==> config.mk <==
export PLATFORM = sky130hd
export DESIGN_NAME = axi_mem_port_ctrl
export DESIGN_NICKNAME = d
export VERILOG_FILES = /design/src/rtl/axi_mem_port_ctrl_pkg.sv /design/src/rtl/axi_mem_port_ctrl_hold_reg.sv /design/src/rtl/axi_mem_port_ctrl.sv
export SDC_FILE = /design/constraint.sdc
export NUM_CORES = 1
export LEC_CHECK = 0
export CORE_UTILIZATION = 63
export CTS_CLUSTER_DIAMETER = 50
export DETAILED_ROUTE_END_ITERATION = 10
export DONT_BUFFER_PORTS = 1
export PLACE_DENSITY = 0.78
export SYNTH_ARGS = -nofsm -noshare
export SYNTH_HDL_FRONTEND = slang
export SYNTH_SLANG_ARGS = --single-unit
==> constraint.sdc <==
create_clock -name axi_clk -period 2.35 [get_ports axi_clk]
set_input_delay 0.235 -clock axi_clk [delete_from_list [all_inputs] [get_ports axi_clk]]
set_output_delay 0.235 -clock axi_clk [all_outputs]
set_load 0.02 [all_outputs]
==> src/rtl/axi_mem_port_ctrl_pkg.sv <==
// axi_mem_port_ctrl_pkg: response codes, FSM state encoding and helpers shared by the
// AXI4-Lite host-port controller for the data memory.
package axi_mem_port_ctrl_pkg;
    localparam logic [1:0] RESP_OKAY   = 2'b00;
    localparam logic [1:0] RESP_SLVERR = 2'b10;
    typedef enum logic [2:0] {
        ST_IDLE,
        ST_WR_MEM,
        ST_RD_MEM,
        ST_RD_WAIT,
        ST_WR_RESP,
        ST_RD_RESP
    } state_t;
    function automatic logic [1:0] resp_for(input logic oor);
        return oor ? RESP_SLVERR : RESP_OKAY;
    endfunction
endpackage

==> src/rtl/axi_mem_port_ctrl_hold_reg.sv <==
// axi_mem_port_ctrl_hold_reg: one-entry valid/ready holding register; accepts while empty
// and stays full until the owning transaction's response handshake clears it.
module axi_mem_port_ctrl_hold_reg #(
    parameter int W = 32
) (
    input  logic         i_clk,
    input  logic         i_rst_n,
    input  logic [W-1:0] i_data,
    input  logic         i_valid,
    output logic         o_ready,
    input  logic         i_clr,
    output logic         o_full,
    output logic [W-1:0] o_data
);
    logic         r_full;
    logic [W-1:0] r_data;
    always_ff @(posedge i_clk or negedge i_rst_n) begin
        if (!i_rst_n) begin
            r_full <= 1'b0;
            r_data <= '0;
        end else if (i_valid && !r_full) begin
            r_full <= 1'b1;
            r_data <= i_data;
        end else if (i_clr) begin
            r_full <= 1'b0;
        end
    end
    assign o_ready = ~r_full;
    assign o_full  = r_full;
    assign o_data  = r_data;
endmodule

==> src/rtl/axi_mem_port_ctrl.sv <==
// axi_mem_port_ctrl: AXI4-Lite slave driving the byte-wide host port of data_mem_unit,
// serialising one read or write at a time with alternating write/read priority.
module axi_mem_port_ctrl
    import axi_mem_port_ctrl_pkg::*;
#(
    parameter int ADDR_W       = 32,
    parameter int MEM_BYTES_LG = 15,
    parameter int RD_LATENCY   = 1
) (
    input  logic              axi_clk,
    input  logic              axi_rst_n,
    input  logic [ADDR_W-1:0] s_axi_awaddr,
    input  logic              s_axi_awvalid,
    output logic              s_axi_awready,
    input  logic [31:0]       s_axi_wdata,
    input  logic [3:0]        s_axi_wstrb,
    input  logic              s_axi_wvalid,
    output logic              s_axi_wready,
    output logic [1:0]        s_axi_bresp,
    output logic              s_axi_bvalid,
    input  logic              s_axi_bready,
    input  logic [ADDR_W-1:0] s_axi_araddr,
    input  logic              s_axi_arvalid,
    output logic              s_axi_arready,
    output logic [31:0]       s_axi_rdata,
    output logic [1:0]        s_axi_rresp,
    output logic              s_axi_rvalid,
    input  logic              s_axi_rready,
    output logic              mem_en,
    output logic              mem_we,
    output logic [63:0]       mem_addr,
    output logic [7:0]        mem_din,
    input  logic [7:0]        mem_dout
);
    localparam logic [1:0] LAT_LAST = 2'(RD_LATENCY - 1);

    state_t            r_state, w_state_nxt;
    logic              r_prio_wr;
    logic [63:0]       r_mem_addr;
    logic [7:0]        r_mem_din, r_rdata;
    logic [1:0]        r_bresp, r_rresp, r_wait;
    logic              w_aw_full, w_w_full, w_ar_full;
    logic [ADDR_W-1:0] w_awaddr, w_araddr;
    logic [8:0]        w_wbuf;
    logic              w_b_done, w_r_done, w_wr_oor, w_rd_oor;
    logic              w_grant_wr, w_grant_rd, w_rd_last, w_unused;

    assign w_unused = &{1'b0, s_axi_wdata[31:8], s_axi_wstrb[3:1]};
    assign w_b_done = s_axi_bvalid && s_axi_bready;
    assign w_r_done = s_axi_rvalid && s_axi_rready;

    axi_mem_port_ctrl_hold_reg #(.W(ADDR_W)) u_aw (
        .i_clk(axi_clk), .i_rst_n(axi_rst_n), .i_data(s_axi_awaddr), .i_valid(s_axi_awvalid),
        .o_ready(s_axi_awready), .i_clr(w_b_done), .o_full(w_aw_full), .o_data(w_awaddr)
    );
    axi_mem_port_ctrl_hold_reg #(.W(9)) u_w (
        .i_clk(axi_clk), .i_rst_n(axi_rst_n), .i_data({s_axi_wstrb[0], s_axi_wdata[7:0]}),
        .i_valid(s_axi_wvalid), .o_ready(s_axi_wready), .i_clr(w_b_done), .o_full(w_w_full),
        .o_data(w_wbuf)
    );
    axi_mem_port_ctrl_hold_reg #(.W(ADDR_W)) u_ar (
        .i_clk(axi_clk), .i_rst_n(axi_rst_n), .i_data(s_axi_araddr), .i_valid(s_axi_arvalid),
        .o_ready(s_axi_arready), .i_clr(w_r_done), .o_full(w_ar_full), .o_data(w_araddr)
    );

    // Any address bit above the memory's word-index range makes the access an error.
    assign w_wr_oor   = |w_awaddr[ADDR_W-1:MEM_BYTES_LG+2];
    assign w_rd_oor   = |w_araddr[ADDR_W-1:MEM_BYTES_LG+2];
    assign w_grant_wr = (r_state == ST_IDLE) && w_aw_full && w_w_full && (r_prio_wr || !w_ar_full);
    assign w_grant_rd = (r_state == ST_IDLE) && w_ar_full && !w_grant_wr;
    assign w_rd_last  = (r_wait == LAT_LAST);

    always_comb begin
        w_state_nxt = r_state;
        unique case (r_state)
            ST_IDLE:    w_state_nxt = w_grant_wr ? ((w_wr_oor || !w_wbuf[8]) ? ST_WR_RESP : ST_WR_MEM)
                                    : w_grant_rd ? (w_rd_oor ? ST_RD_RESP : ST_RD_MEM) : ST_IDLE;
            ST_WR_MEM:  w_state_nxt = ST_WR_RESP;
            ST_RD_MEM:  w_state_nxt = ST_RD_WAIT;
            ST_RD_WAIT: w_state_nxt = w_rd_last ? ST_RD_RESP : ST_RD_WAIT;
            ST_WR_RESP: w_state_nxt = s_axi_bready ? ST_IDLE : ST_WR_RESP;
            ST_RD_RESP: w_state_nxt = s_axi_rready ? ST_IDLE : ST_RD_RESP;
            default:    w_state_nxt = ST_IDLE;
        endcase
    end

    always_ff @(posedge axi_clk or negedge axi_rst_n) begin
        if (!axi_rst_n) begin
            r_state    <= ST_IDLE;
            r_prio_wr  <= 1'b1;
            r_mem_addr <= '0;
            r_mem_din  <= '0;
            r_bresp    <= RESP_OKAY;
            r_rresp    <= RESP_OKAY;
            r_rdata    <= '0;
            r_wait     <= '0;
        end else begin
            r_state <= w_state_nxt;
            r_wait  <= (r_state == ST_RD_WAIT) ? r_wait + 2'd1 : 2'd0;
            if (w_grant_wr) begin
                r_prio_wr  <= 1'b0;
                r_mem_addr <= 64'(w_awaddr);
                r_mem_din  <= w_wbuf[7:0];
                r_bresp    <= resp_for(w_wr_oor);
            end
            if (w_grant_rd) begin
                r_prio_wr  <= 1'b1;
                r_mem_addr <= 64'(w_araddr);
                r_rresp    <= resp_for(w_rd_oor);
                r_rdata    <= '0;
            end
            if (r_state == ST_RD_WAIT && w_rd_last)
                r_rdata <= mem_dout;
        end
    end

    assign mem_en       = (r_state == ST_WR_MEM) || (r_state == ST_RD_MEM);
    assign mem_we       = (r_state == ST_WR_MEM);
    assign mem_addr     = r_mem_addr;
    assign mem_din      = r_mem_din;
    assign s_axi_bvalid = (r_state == ST_WR_RESP);
    assign s_axi_bresp  = r_bresp;
    assign s_axi_rvalid = (r_state == ST_RD_RESP);
    assign s_axi_rresp  = r_rresp;
    assign s_axi_rdata  = {24'b0, r_rdata};
endmodule

Yosys cells after proc, flatten, opt, wreduce, memory -nomap -nowiden
Cells that the tools add are included.
- bitwise operators: 3
- equal/unequal tests: 5
- reductions and logical operators: 28
- multiplexer cells: 22
- $add $sub $neg: 1
- operator list (operator ; number):
    2-to-1 mux 64 bit ; 2
    OR reduction 15 bit ; 2
    2-to-1 mux 3 bit ; 7
    one-hot mux 3 bit (6 select lines) ; 1
    2-to-1 mux 8 bit ; 2
    logical AND 1 bit ; 11
    nonzero test 2 bit ; 5
    2-to-1 mux 1 bit ; 7
    == test 3 x 2 -> 1 bit (second input constant) ; 2
    == test 3 bit (second input constant) ; 2
    2-to-1 mux 2 bit ; 3
    logical NOT 1 bit ; 5
    == test 3 x 1 -> 1 bit (second input constant) ; 1
    logical NOT 3 bit ; 1
    logical OR 1 bit ; 3
    NOT 1 bit ; 3
    adder 2 x 1 -> 2 bit (second input constant) ; 1
    logical NOT 2 bit ; 1
- input bits: 115
- output and inout bits: 115
- register bits after elaboration: 166
- logic and storage cells: 73

Logic depth before layout (Yosys ltp)
- word-level depth: 9
- depth in mapped cells: 6
- mapped depth without buffers: 6

Hierarchy
A second synthesis with hierarchy kept.
- cell total of the unflattened synthesis: 436
- area total of the unflattened synthesis: 6221.0 um^2
- by module, submodules not included (module ; area an instance (um^2) ; instances ; cells each):
    axi_mem_port_ctrl ; 3091.7 ; 1 ; 269
    axi_mem_port_ctrl_hold_reg at u_ar ... ; 1357.6 ; 2 ; 72
    axi_mem_port_ctrl_hold_reg at u_w ; 414.1 ; 1 ; 23

Worst setup path after synthesis
Ideal clock, no wire load.
- kind: register to register
- start point: register r_state[2]
- end point: register u_w.r_full, in the netlist u_w.o_full
- data arrival time: 1.604 ns
- setup slack: 0.628 ns
- setup time: 0.118 ns
- cell stages (with the launch flop): 5
- clock period less this slack: 1.722 ns
- cells stage by stage: dfrtp_1 clkbuf_1 nor3b_1 nand2_1 a21o_1
- cells in the longest elaborated chain, start to end: 3
- RTL lines (item ; line ; text):
    start: declaration ; axi_mem_port_ctrl.sv:37 ; state_t r_state, w_state_nxt;
    start signal: assignment ; axi_mem_port_ctrl.sv:98 ; r_state <= w_state_nxt;
    == test 3 bit ; axi_mem_port_ctrl.sv:121 ; assign s_axi_bvalid = (r_state == ST_WR_RESP);
    via s_axi_bvalid ; axi_mem_port_ctrl.sv:20 ; output logic s_axi_bvalid,
    logical AND 1 bit ; axi_mem_port_ctrl.sv:49 ; assign w_b_done = s_axi_bvalid && s_axi_bready;
    nonzero test 2 bit (no line) ; -- ;
    end signal: assignment ; axi_mem_port_ctrl_hold_reg.sv:19 ; r_full <= 1'b0;
    end signal: assignment ; axi_mem_port_ctrl_hold_reg.sv:22 ; r_full <= 1'b1;
    end signal: assignment ; axi_mem_port_ctrl_hold_reg.sv:25 ; r_full <= 1'b0;
    end: declaration ; axi_mem_port_ctrl_hold_reg.sv:15 ; logic r_full;
The timed path passes the listed nets, and every way through them passes these cells.
A chain may end at the register's enable or synchronous reset.

Final worst setup path
- start point: register r_state[0]
- end point: output mem_we
- cells in the longest elaborated chain, start to end: 1
- RTL lines (item ; line ; text):
    == test 3 x 1 -> 1 bit ; axi_mem_port_ctrl.sv:118 ; assign mem_we = (r_state == ST_WR_MEM);
    end: declaration ; axi_mem_port_ctrl.sv:30 ; output logic mem_we,
Every way passes these cells.

==> flow_summary_export.csv <==
group,metric,value,unit
sta,grt_setup_unrepaired,"no",
route,drt_iter0_markers,245,
clocking,ctsResizeCount,0,
floorplanning,die_x,98.0,um
critical_path,crit_path_max_fanout,10,
clocking,cts_tree,"done",
yosys,ys_warn_count,0,
job,drv_cap,0,
placement,dpl_worst_slack,0.505,ns
grt,grt_pass1_vias,4268,
grt,grt_antenna_before_repair,1,
sta,clock.fmax,512,MHz
floorplanning,start_util,0.659,
yosys,avgSynthCellArea,12.3,sq um
sta,fin_hold_ws,-0.580,ns
clocking,clk_latency,0.51,ns
placement,dpl-instance-area,5750,sq um
clocking,clockBufferDepth,2,
critical_path,critPathMaxStageDelay,0.57,ns
sta,setup-tns-final,0,ns
route,vias,4004,
pwr,leakagePower,3.13,nW
finish,design_area,7220,sq um
clocking,post_cts_buffers,0,
critical_path,crit_required,2.12,ns
yosys,ys_async_sr_fraction,1.00,
finish,stdcell_count,680,
sta,postLayoutSetupSlackWorst,0.397,ns
yosys,synth-seq-area-share,0.569,
floorplanning,fp.dieArea,9600,sq um
finish,final_common_cell,"dfrtp_1",
critical_path,worstPathArrival,1.72,ns
floorplanning,die_h,98.0,um
clocking,cts_inserted_buffers,17,
run_status,status,"complete, but fails checks",
route,drt_drc_violations_left,18,
grt,grt_pass1_wl,22100,um
finish,regArea,3300,sq um
placement,routabilityCongestion,0.805,
yosys,netlist_instances,470,
worst_hold_path,hold_class,"primary input to asynchronous set/reset pin",
sta,period_needed,1.95,ns
grt,grt_usage,0.303,
pwr,peakVddDrop,0.000977,V
placement,io_buffers,0,
grt,grt_max_degree,133,
finish,final_core_util,0.820,
yosys,synthesis.area,5800,sq um
grt,grt-ovfl-total,0,
floorplanning,io_pins,230,
critical_path,start_kind,"register",
yosys,synth-seq-cells,132,
sta,worst_slew_pin_slew,0.660,ns
route,drt_pass1_iterations,7,
finish,nFillCells,471,
critical_path,crit_chain,"inv_1, nor3_1",
finish,layout_common_cells,"dfrtp_1 (131), dlygate4sd3_1 (83), mux2_2 (75), conb_1 (58)",
finish,final_layout_size_suffix_gt1_frac,0.240,
sta,fin_skew,0.0109,ns
clocking,htreeDepth,4,
sta,fin_crit_sh,0.831,
sta,hold_viol,132,
finish,syn2layout_area_growth,24.4,%
placement,dp.cells,566,
route,antenna_left,0,
pwr,finalPower,10.8,mW
route,via_per_inst,5.89,
route,routedWlPerCell,20.2,um
yosys,synth_flop_cell,"dfrtp_1",
yosys,synth_edf_count,0,
critical_path,worstSetupEndpointType,"primary output",
clocking,cts_root_buf,"clkbuf_8",
clocking,clkSinkCount,132,
clocking,path_clk_slew,0.06,ns
finish,multi_input_area,2150,sq um
sta,drv_slew,0,
run_status,violations,"design-rule violations, negative hold slack",
floorplanning,rows,34,
placement,dp_hpwl,8040,um
sta,maxSlewHeadroom,0.557,
critical_path,cp_slowest_cell,"nor3_1",
finish,nets,676,
route,wl,13800,um
pwr,power_density,1500,nW/um^2
critical_path,critical_path_class,"register to primary output",
yosys,synthDistinctLibCells,42,
clocking,hold_buffers,83,
floorplanning,core_area,8810,sq um
sta,setup_viol,0,
-- layer usage --
| layer | track usage | up-vias | share of wire |
|---|---|---|---|
| li1 | - | 1736 | - |
| met1 | 0.359 | 2016 | 0.38 |
| met2 | 0.520 | 231 | 0.52 |
| met3 | 0.0852 | 21 | 0.081 |
| met4 | 0.129 | 0 | 0.017 |
| met5 | 0 | - | 0 |
-- flip-flops by register name, indices dropped and copies added (netlist names), 2 cells and up --
name         cells
r_wait           2
r_state          3
u_w.o_data       9
mem_addr        32
mem_din          8
r_rdata          8
u_aw.o_data     32
u_ar.o_data     32
-- worst max-delay path, delay by kind of cell (launching register included) --
family	cells	cell delay (ns)
flops	1	0.51
simple gates	1	0.57
buf+inv	1	0.14
-- kinds of logic after synthesis --
logic type / count (synthesis) / share of synthesized area
AO/OA/AOI/OAI: 90 / 0.0990
XOR/XNOR: 1 / 0.00151
adder cells (fa/ha/maj): 1 / 0.00216
buffers and inverters: 93 / 0.104
flip-flops: 132 / 0.569
multiplexers: 81 / 0.161
other: 1 / 0.000646
AND/OR/NAND/NOR: 71 / 0.0621
-- synth_stat cells, drive strengths merged, types with 2 or more instances --
cell type  instances  area [sq um]
a21o               3          22.5
a21oi             37           189
a22o               8          70.1
a31oi              2          18.8
and4b              2          20.0
buf               77           544
clkbuf             8          30.0
dfrtp            131          3280
inv                8          30.0
mux2              81           935
nand2              6          22.5
nand4              3          18.8
nor2              37           141
nor2b              4          25.0
nor3               2          10.0
nor3b              2          15.0
nor4               6          37.5
nor4b              4          35.0
o21ai              2          10.0
o22ai             33           206
or3                2          17.5
-- cell type report --
class	count	share of cell area
antenna	1	0.000347
clock buffer	18	0.0593
clock inverter	12	0.0284
inverter	8	0.00416
multi-input combinational	302	0.298
sequential	132	0.458
tap	108	0.0187
timing repair buffer	99	0.133
-- worst paths after layout --
path                                    from    endpoint  slack (ns)  cells after the start
worst max register to register    r_state[2]  mem_din[1]        0.44                      4
worst min register to register     r_wait[0]   r_wait[0]        0.44                      1
worst min-delay path               axi_rst_n  mem_din[0]       -0.58                      0
worst max-delay path              r_state[0]      mem_we        0.40                      2
min in group axi_clk            s_axi_rready  r_state[2]        0.08                      3
max in group asynchronous          axi_rst_n   r_prio_wr        2.73                      0
-- where the power goes --
part | internal, mW | switching (mW)
combinational | 1.58 | 1.77
sequential | 3.36 | 1.29
clock | 1.85 | 0.988
Note: power is estimated with default switching activity, not from simulation.
